File: config.mk
export PLATFORM = sky130hd
export DESIGN_NAME = vram_port_arbiter_flat
export DESIGN_NICKNAME = d
export VERILOG_FILES = /design/src/rtl/vram_port_arbiter_if.sv /design/src/rtl/vram_port_arbiter.sv /design/src/flat_wrapper.sv
export SDC_FILE = /design/constraint.sdc
export NUM_CORES = 1
export LEC_CHECK = 0
export CAP_MARGIN = 20
export CELL_PAD_IN_SITES_DETAIL_PLACEMENT = 0
export CELL_PAD_IN_SITES_GLOBAL_PLACEMENT = 2
export CORE_MARGIN = 4
export CORE_UTILIZATION = 19
export CTS_CLUSTER_DIAMETER = 60
export DETAILED_ROUTE_END_ITERATION = 7
export GPL_ROUTABILITY_DRIVEN = 0
export PLACE_DENSITY = 0.92
export REMOVE_ABC_BUFFERS = 1
export SYNTH_ARGS = -nofsm -noshare
export SYNTH_HDL_FRONTEND = slang
export SYNTH_SLANG_ARGS = --single-unit
File: constraint.sdc
create_clock -name CLK -period 5.3 [get_ports CLK]
set_input_delay 1.325 -clock CLK [delete_from_list [all_inputs] [get_ports CLK]]
set_output_delay 1.325 -clock CLK [all_outputs]
set_load 0.005 [all_outputs]
File: src/rtl/vram_port_arbiter_if.sv
`default_nettype none
// +--------------------------------------------------------------------------+
// | vram_port_arbiter_if: Avalon slave, renderer fetch and VRAM port bundle. |
// | Rev 1.0                                                                  |
// +--------------------------------------------------------------------------+
interface vram_port_arbiter_if;
  logic        AVL_READ;
  logic        AVL_WRITE;
  logic        AVL_CS;
  logic [3:0]  AVL_BYTE_EN;
  logic [11:0] AVL_ADDR;
  logic [31:0] AVL_WRITEDATA;
  logic [31:0] AVL_READDATA;
  logic        AVL_WAITREQUEST;
  logic        VID_REQ;
  logic [9:0]  VID_ADDR;
  logic        VID_ACK;
  logic        VID_RVALID;
  logic [31:0] VID_RDATA;
  logic [9:0]  MEM_ADDR;
  logic [31:0] MEM_WDATA;
  logic [3:0]  MEM_BE;
  logic        MEM_WE;
  logic [31:0] MEM_RDATA;

  modport slave (
    input  AVL_READ, AVL_WRITE, AVL_CS, AVL_BYTE_EN, AVL_ADDR, AVL_WRITEDATA,
    output AVL_READDATA, AVL_WAITREQUEST,
    input  VID_REQ, VID_ADDR,
    output VID_ACK, VID_RVALID, VID_RDATA,
    output MEM_ADDR, MEM_WDATA, MEM_BE, MEM_WE,
    input  MEM_RDATA
  );

  modport master (
    output AVL_READ, AVL_WRITE, AVL_CS, AVL_BYTE_EN, AVL_ADDR, AVL_WRITEDATA,
    input  AVL_READDATA, AVL_WAITREQUEST,
    output VID_REQ, VID_ADDR,
    input  VID_ACK, VID_RVALID, VID_RDATA,
    input  MEM_ADDR, MEM_WDATA, MEM_BE, MEM_WE,
    output MEM_RDATA
  );
endinterface
`default_nettype wire

File: src/rtl/vram_port_arbiter.sv
`default_nettype none
// +--------------------------------------------------------------------------+
// | vram_port_arbiter: shares the text VRAM between CPU and renderer fetch.  |
// | Rev 1.0                                                                  |
// +--------------------------------------------------------------------------+
module vram_port_arbiter #(
  parameter int          VRAM_WORDS = 600,
  parameter logic [11:0] CTRL_ADDR  = 12'h258,
  parameter int          STARVE_MAX = 4
) (
  input  wire logic          CLK,
  input  wire logic          RESET_N,
  vram_port_arbiter_if.slave bus,
  output logic [31:0]        CTRL_REG
);

  localparam int              c_SW         = $clog2(STARVE_MAX + 1);
  localparam logic [11:0]     c_VRAM_LIMIT = 12'(VRAM_WORDS);
  localparam logic [c_SW-1:0] c_STARVE_MAX = c_SW'(STARVE_MAX);

  typedef enum logic [0:0] {
    S_IDLE   = 1'b0,
    S_CPU_RD = 1'b1
  } state_t;

  state_t          r_state;
  logic [c_SW-1:0] r_starve;
  logic            r_vid_rvalid;
  logic [31:0]     r_ctrl;

  logic        w_cpu_req;
  logic        w_cpu_wr;
  logic        w_is_ctrl;
  logic        w_is_vram;
  logic        w_starved;
  logic        w_vid_grant;
  logic        w_cpu_grant;
  logic        w_wait;
  logic        w_ctrl_wr;
  logic        w_mem_we;
  logic [31:0] w_rdata;

  assign w_cpu_req = bus.AVL_CS & (bus.AVL_READ | bus.AVL_WRITE);
  assign w_cpu_wr  = bus.AVL_WRITE;
  assign w_is_ctrl = (bus.AVL_ADDR == CTRL_ADDR);
  assign w_is_vram = (bus.AVL_ADDR < c_VRAM_LIMIT) && !w_is_ctrl;
  assign w_starved = (r_starve == c_STARVE_MAX);

  // CPU_RD returns read data while leaving the VRAM port free for video.
  always_comb begin
    w_vid_grant = 1'b0;
    w_cpu_grant = 1'b0;
    w_wait      = 1'b1;
    w_ctrl_wr   = 1'b0;
    w_rdata     = '0;
    if (r_state == S_CPU_RD) begin
      w_wait      = 1'b0;
      w_rdata     = bus.MEM_RDATA;
      w_vid_grant = bus.VID_REQ;
    end else if (w_cpu_req && !w_is_vram) begin
      w_wait      = 1'b0;
      w_vid_grant = bus.VID_REQ;
      w_ctrl_wr   = w_cpu_wr && w_is_ctrl;
      if (!w_cpu_wr && w_is_ctrl) begin
        w_rdata = r_ctrl;
      end
    end else if (bus.VID_REQ && !(w_cpu_req && w_starved)) begin
      w_vid_grant = 1'b1;
    end else if (w_cpu_req) begin
      w_cpu_grant = 1'b1;
      w_wait      = !w_cpu_wr;
    end
  end

  assign w_mem_we            = RESET_N & w_cpu_grant & w_cpu_wr;
  assign bus.MEM_WE          = w_mem_we;
  assign bus.MEM_BE          = w_mem_we ? bus.AVL_BYTE_EN : 4'b0000;
  assign bus.MEM_WDATA       = bus.AVL_WRITEDATA;
  assign bus.MEM_ADDR        = w_cpu_grant ? bus.AVL_ADDR[9:0] :
                               (w_vid_grant ? bus.VID_ADDR : 10'd0);
  assign bus.VID_ACK         = RESET_N & w_vid_grant;
  assign bus.VID_RVALID      = r_vid_rvalid;
  assign bus.VID_RDATA       = bus.MEM_RDATA;
  assign bus.AVL_READDATA    = RESET_N ? w_rdata : 32'd0;
  assign bus.AVL_WAITREQUEST = !RESET_N | w_wait;
  assign CTRL_REG            = r_ctrl;

  always_ff @(posedge CLK or negedge RESET_N) begin
    if (!RESET_N) begin
      r_state      <= S_IDLE;
      r_starve     <= '0;
      r_vid_rvalid <= 1'b0;
      r_ctrl       <= '0;
    end else begin
      r_vid_rvalid <= w_vid_grant;
      if (w_ctrl_wr) begin
        for (int b = 0; b < 4; b++) begin
          if (bus.AVL_BYTE_EN[b]) begin
            r_ctrl[8*b +: 8] <= bus.AVL_WRITEDATA[8*b +: 8];
          end
        end
      end
      case (r_state)
        S_IDLE: begin
          if (w_cpu_grant && !w_cpu_wr) begin
            r_state <= S_CPU_RD;
          end
          // Only a VRAM access losing to video counts toward starvation.
          if (w_cpu_req && w_is_vram && w_vid_grant) begin
            if (!w_starved) begin
              r_starve <= r_starve + c_SW'(1);
            end
          end else begin
            r_starve <= '0;
          end
        end
        default: begin
          r_state <= S_IDLE;
        end
      endcase
    end
  end

endmodule
`default_nettype wire

File: src/flat_wrapper.sv
// flat-port wrapper written by rule: the top's interface ports become plain ports
module vram_port_arbiter_flat 
#(
  parameter int          VRAM_WORDS = 600,
  parameter logic [11:0] CTRL_ADDR  = 12'h258,
  parameter int          STARVE_MAX = 4
)
  (CLK, RESET_N, CTRL_REG, bus_AVL_READ, bus_AVL_WRITE, bus_AVL_CS, bus_AVL_BYTE_EN, bus_AVL_ADDR, bus_AVL_WRITEDATA, bus_AVL_READDATA, bus_AVL_WAITREQUEST, bus_VID_REQ, bus_VID_ADDR, bus_VID_ACK, bus_VID_RVALID, bus_VID_RDATA, bus_MEM_ADDR, bus_MEM_WDATA, bus_MEM_BE, bus_MEM_WE, bus_MEM_RDATA);
  vram_port_arbiter_if bus_i ();
  input  wire logic CLK;
  input  wire logic RESET_N;
  output logic [31:0] CTRL_REG;
  input wire logic [$bits(bus_i.AVL_READ)-1:0] bus_AVL_READ;
  input wire logic [$bits(bus_i.AVL_WRITE)-1:0] bus_AVL_WRITE;
  input wire logic [$bits(bus_i.AVL_CS)-1:0] bus_AVL_CS;
  input wire logic [$bits(bus_i.AVL_BYTE_EN)-1:0] bus_AVL_BYTE_EN;
  input wire logic [$bits(bus_i.AVL_ADDR)-1:0] bus_AVL_ADDR;
  input wire logic [$bits(bus_i.AVL_WRITEDATA)-1:0] bus_AVL_WRITEDATA;
  output wire logic [$bits(bus_i.AVL_READDATA)-1:0] bus_AVL_READDATA;
  output wire logic [$bits(bus_i.AVL_WAITREQUEST)-1:0] bus_AVL_WAITREQUEST;
  input wire logic [$bits(bus_i.VID_REQ)-1:0] bus_VID_REQ;
  input wire logic [$bits(bus_i.VID_ADDR)-1:0] bus_VID_ADDR;
  output wire logic [$bits(bus_i.VID_ACK)-1:0] bus_VID_ACK;
  output wire logic [$bits(bus_i.VID_RVALID)-1:0] bus_VID_RVALID;
  output wire logic [$bits(bus_i.VID_RDATA)-1:0] bus_VID_RDATA;
  output wire logic [$bits(bus_i.MEM_ADDR)-1:0] bus_MEM_ADDR;
  output wire logic [$bits(bus_i.MEM_WDATA)-1:0] bus_MEM_WDATA;
  output wire logic [$bits(bus_i.MEM_BE)-1:0] bus_MEM_BE;
  output wire logic [$bits(bus_i.MEM_WE)-1:0] bus_MEM_WE;
  input wire logic [$bits(bus_i.MEM_RDATA)-1:0] bus_MEM_RDATA;
  assign bus_i.AVL_READ = bus_AVL_READ;
  assign bus_i.AVL_WRITE = bus_AVL_WRITE;
  assign bus_i.AVL_CS = bus_AVL_CS;
  assign bus_i.AVL_BYTE_EN = bus_AVL_BYTE_EN;
  assign bus_i.AVL_ADDR = bus_AVL_ADDR;
  assign bus_i.AVL_WRITEDATA = bus_AVL_WRITEDATA;
  assign bus_AVL_READDATA = bus_i.AVL_READDATA;
  assign bus_AVL_WAITREQUEST = bus_i.AVL_WAITREQUEST;
  assign bus_i.VID_REQ = bus_VID_REQ;
  assign bus_i.VID_ADDR = bus_VID_ADDR;
  assign bus_VID_ACK = bus_i.VID_ACK;
  assign bus_VID_RVALID = bus_i.VID_RVALID;
  assign bus_VID_RDATA = bus_i.VID_RDATA;
  assign bus_MEM_ADDR = bus_i.MEM_ADDR;
  assign bus_MEM_WDATA = bus_i.MEM_WDATA;
  assign bus_MEM_BE = bus_i.MEM_BE;
  assign bus_MEM_WE = bus_i.MEM_WE;
  assign bus_i.MEM_RDATA = bus_MEM_RDATA;
  vram_port_arbiter #(.VRAM_WORDS(VRAM_WORDS), .CTRL_ADDR(CTRL_ADDR), .STARVE_MAX(STARVE_MAX)) u_core (.CLK(CLK), .RESET_N(RESET_N), .bus(bus_i), .CTRL_REG(CTRL_REG));
endmodule
==> flow_summary.toml <==
[grt]
grt_overflow = 0
grt_pass1_vias = 3167
grt_antenna_before_repair = 0
grt_first_pass_wirelength_um = 17400
grt_usage_pct = 12.2
grt_max_degree = 77

[cts]
cts_hold_buf = 0
cts_tree = "yes"
cts_max_path_buffers = 2
clock_latency_ns = 0.29
cts_buffers = 5
htreeDepth = 2
path_clk_slew_ns = 0.05
numClockSinks = 37
cts-resized-gates = 0
cts-root-buf = "clkbuf_16"
post_cts_buffers = 0

[timing]
worst_slew_pin_slew_ns = 0.736
setup_viol = 0
hold_viol_final = 0
slew-limit-headroom_pct = 50.9
worst_hold_slack_ns = 0.518
grt_setup_unrepaired = "false"
min_period_ns = 4.97
drv_slew = 0
skew_ns = 0.00396
fin_setup_tns_ns = 0
post-route-period-util_pct = 93.8
fmax_mhz = 201

[yosys]
synth_edf_count = 0
ys.flop_type = "dfrtp_1"
yosysWarnings = 0
synth_top_area_cell = "dfrtp_1"
synth_most_common_cell = "buf_4"
synth_area_per_cell_um2 = 9.69
synthTopCellsByCount = "buf_4 (69), dfrtp_1 (37), nand2_1 (34)"
synth.cell_area_um2 = 2990
synth.distinct_cells = 34
ys_top_cells_by_area = "dfrtp_1 (31%), buf_4 (17%), mux2_2 (12%)"
netlist_instances = 309
synth_top_area_share_pct = 30.9
ys_seq_area_share_pct = 30.9
synthArstFlopShare_pct = 100
synth-seq-cells = 37

[power_and_ir_drop]
p_comb_share_pct = 25.2
pwr-share-clk_pct = 38.1
p_leak_nw = 2.03
p_sw_share_pct = 23.8
power_frac_seq_pct = 36.7
netSwitchingPower_uw = 185
finalPower_uw = 774
p_int_uw = 590
powerDensity_nw_per_um2 = 146
vdd_drop_max_mv = 0.0857

[placement]
io_buffers = 241
placed_cells = 683
dp_hpwl_um = 8400

[die]
rows = 45
die_w_um = 134
core_area_um2 = 15300
initial_core_util_pct = 19.5
io_pins = 242
dieArea_um2 = 17800
dieHeight_um = 134

[routing]
initialDrtViolationCount = 110
ant_nets = 0
drt_first_pass_iters = 4
drc = 0
wl_per_cell_um = 16.4
viasPerCell = 4.31
via_count = 2975
routed_wl_um = 11300

[cells_and_area]
nFillCells = 1553
final_nets = 577
area_growth_pct = 77.5
final_cells = 691
multi_input_area_um2 = 1460
drive_gt1_share_pct = 11.9
regArea_um2 = 926
diodes = 0

[outcome]
status = "finished, final reports clean"

[critical_path]
critPathArrivalTime_ns = 3.64
reg2reg_depth = 4
cp-start-kind = "input port"
critPathMaxFanout = 36
critical_path_required_ns = 3.97
cp-end-kind = "output pin"
critPathKind = "in2out"

[min_path]
hold_class = "reg2reg"
whs_path_depth = 2

[flow_run]
maxCapViolations = 0
==> path summary, 6_finish.rpt <==
kind	startpoint	end	slack [ns]
setup / recovery	bus_AVL_ADDR[9]	bus_AVL_READDATA[12]	0.33
hold / removal	u_core.r_starve[1]	u_core.r_starve[1]	0.52
setup reg to reg	u_core.r_state	u_core.CTRL_REG[12]	3.31
hold reg to reg	u_core.r_starve[1]	u_core.r_starve[1]	0.52
max in group asynchronous	RESET_N	u_core.CTRL_REG[18]	3.98
min in group asynchronous	RESET_N	u_core.CTRL_REG[3]	1.05
==> cell families (layout without fill, tap and decap cells) <==
kind of cell	after synthesis	after routing	share of synthesized area, %
adder cells (fa/ha/maj)	2	2	0.836
buffers and inverters	92	263	20.4
AND/OR/NAND/NOR	91	91	21.9
multiplexers	32	32	12.0
flip-flops	37	37	30.9
AO/OA/AOI/OAI	55	55	13.8
==> critical path, stage by stage <==
cell and delay (ns):
clkdlybuf4s50_1 0.49, nor4b_1 0.35, nor3b_2 0.32, buf_12 0.27, nand4b_1 0.12, a21boi_0 0.21
clkdlybuf4s50_1 0.55
==> registers in the layout (all words and copies together) (netlist names) <==
| signal | count |
|---|---|
| u_core.bus.VID_RVALID | 1 |
| u_core.CTRL_REG | 32 |
| u_core.r_starve | 3 |
| u_core.r_state | 1 |
==> final cells by class <==
cell class,count,share of cell area [%]
inverter,5,0.353
clock buffer,8,2.57
sequential,37,17.4
timing repair buffer,250,47.2
multi-input combinational,180,27.5
tap,211,4.97
==> metal layers <==
layer	global-route usage [%]	part of all wire [%]	vias to the layer above	wire length, um
met5	0	0	-	0
met4	3.89	1.4	0	155
met3	3.32	7.3	10	829
met2	21.8	52	125	5850
met1	14.1	40	1440	4500
li1	-	-	1400	-
==> placed cells by master, fill, tap and decap left out, drive strengths merged <==
master / synthesis / layout
a211o: 1 / 1
a211oi: 1 / 1
a21bo: 1 / 1
a21boi: 32 / 32
a22o: 10 / 10
a31oi: 2 / 2
a41oi: 1 / 1
and2: 1 / 1
and3: 3 / 3
and4: 5 / 5
buf: 75 / 11
clkbuf: 12 / 8
clkdlybuf4s50: 0 / 239
dfrtp: 37 / 37
ha: 2 / 2
inv: 5 / 5
mux2: 32 / 32
nand2: 34 / 34
nand3: 1 / 1
nand4: 5 / 5
nand4b: 33 / 33
nor2: 3 / 3
nor2b: 1 / 1
nor3b: 1 / 1
nor4b: 1 / 1
o211ai: 1 / 1
o21ai: 5 / 5
o22ai: 1 / 1
or2: 1 / 1
or3: 1 / 1
or4: 1 / 1
==> per-stage QoR <==
step / worst slack (ns) / cell area (um2) / utilization, %
floorplan: -0.685 / 2400 / -
global placement: 0.370 / 5180 / 33.8
detailed placement: 0.300 / 5180 / 33.8
CTS: 0.284 / 5310 / 34.7
global route: 0.144 / 5310 / 34.7
finish: 0.331 / 5310 / 34.7
==> power groups by stage <==
stage	Clock, mW	Sequential, mW	Combinational (mW)
global route	0.319	0.284	0.208
finish	0.295	0.284	0.195
CTS	0.314	0.284	0.197
floorplan	0	0.290	0.0225
global placement	0	0.290	0.197
detailed placement	0	0.290	0.196
Power figures use the tool's default switching activity.
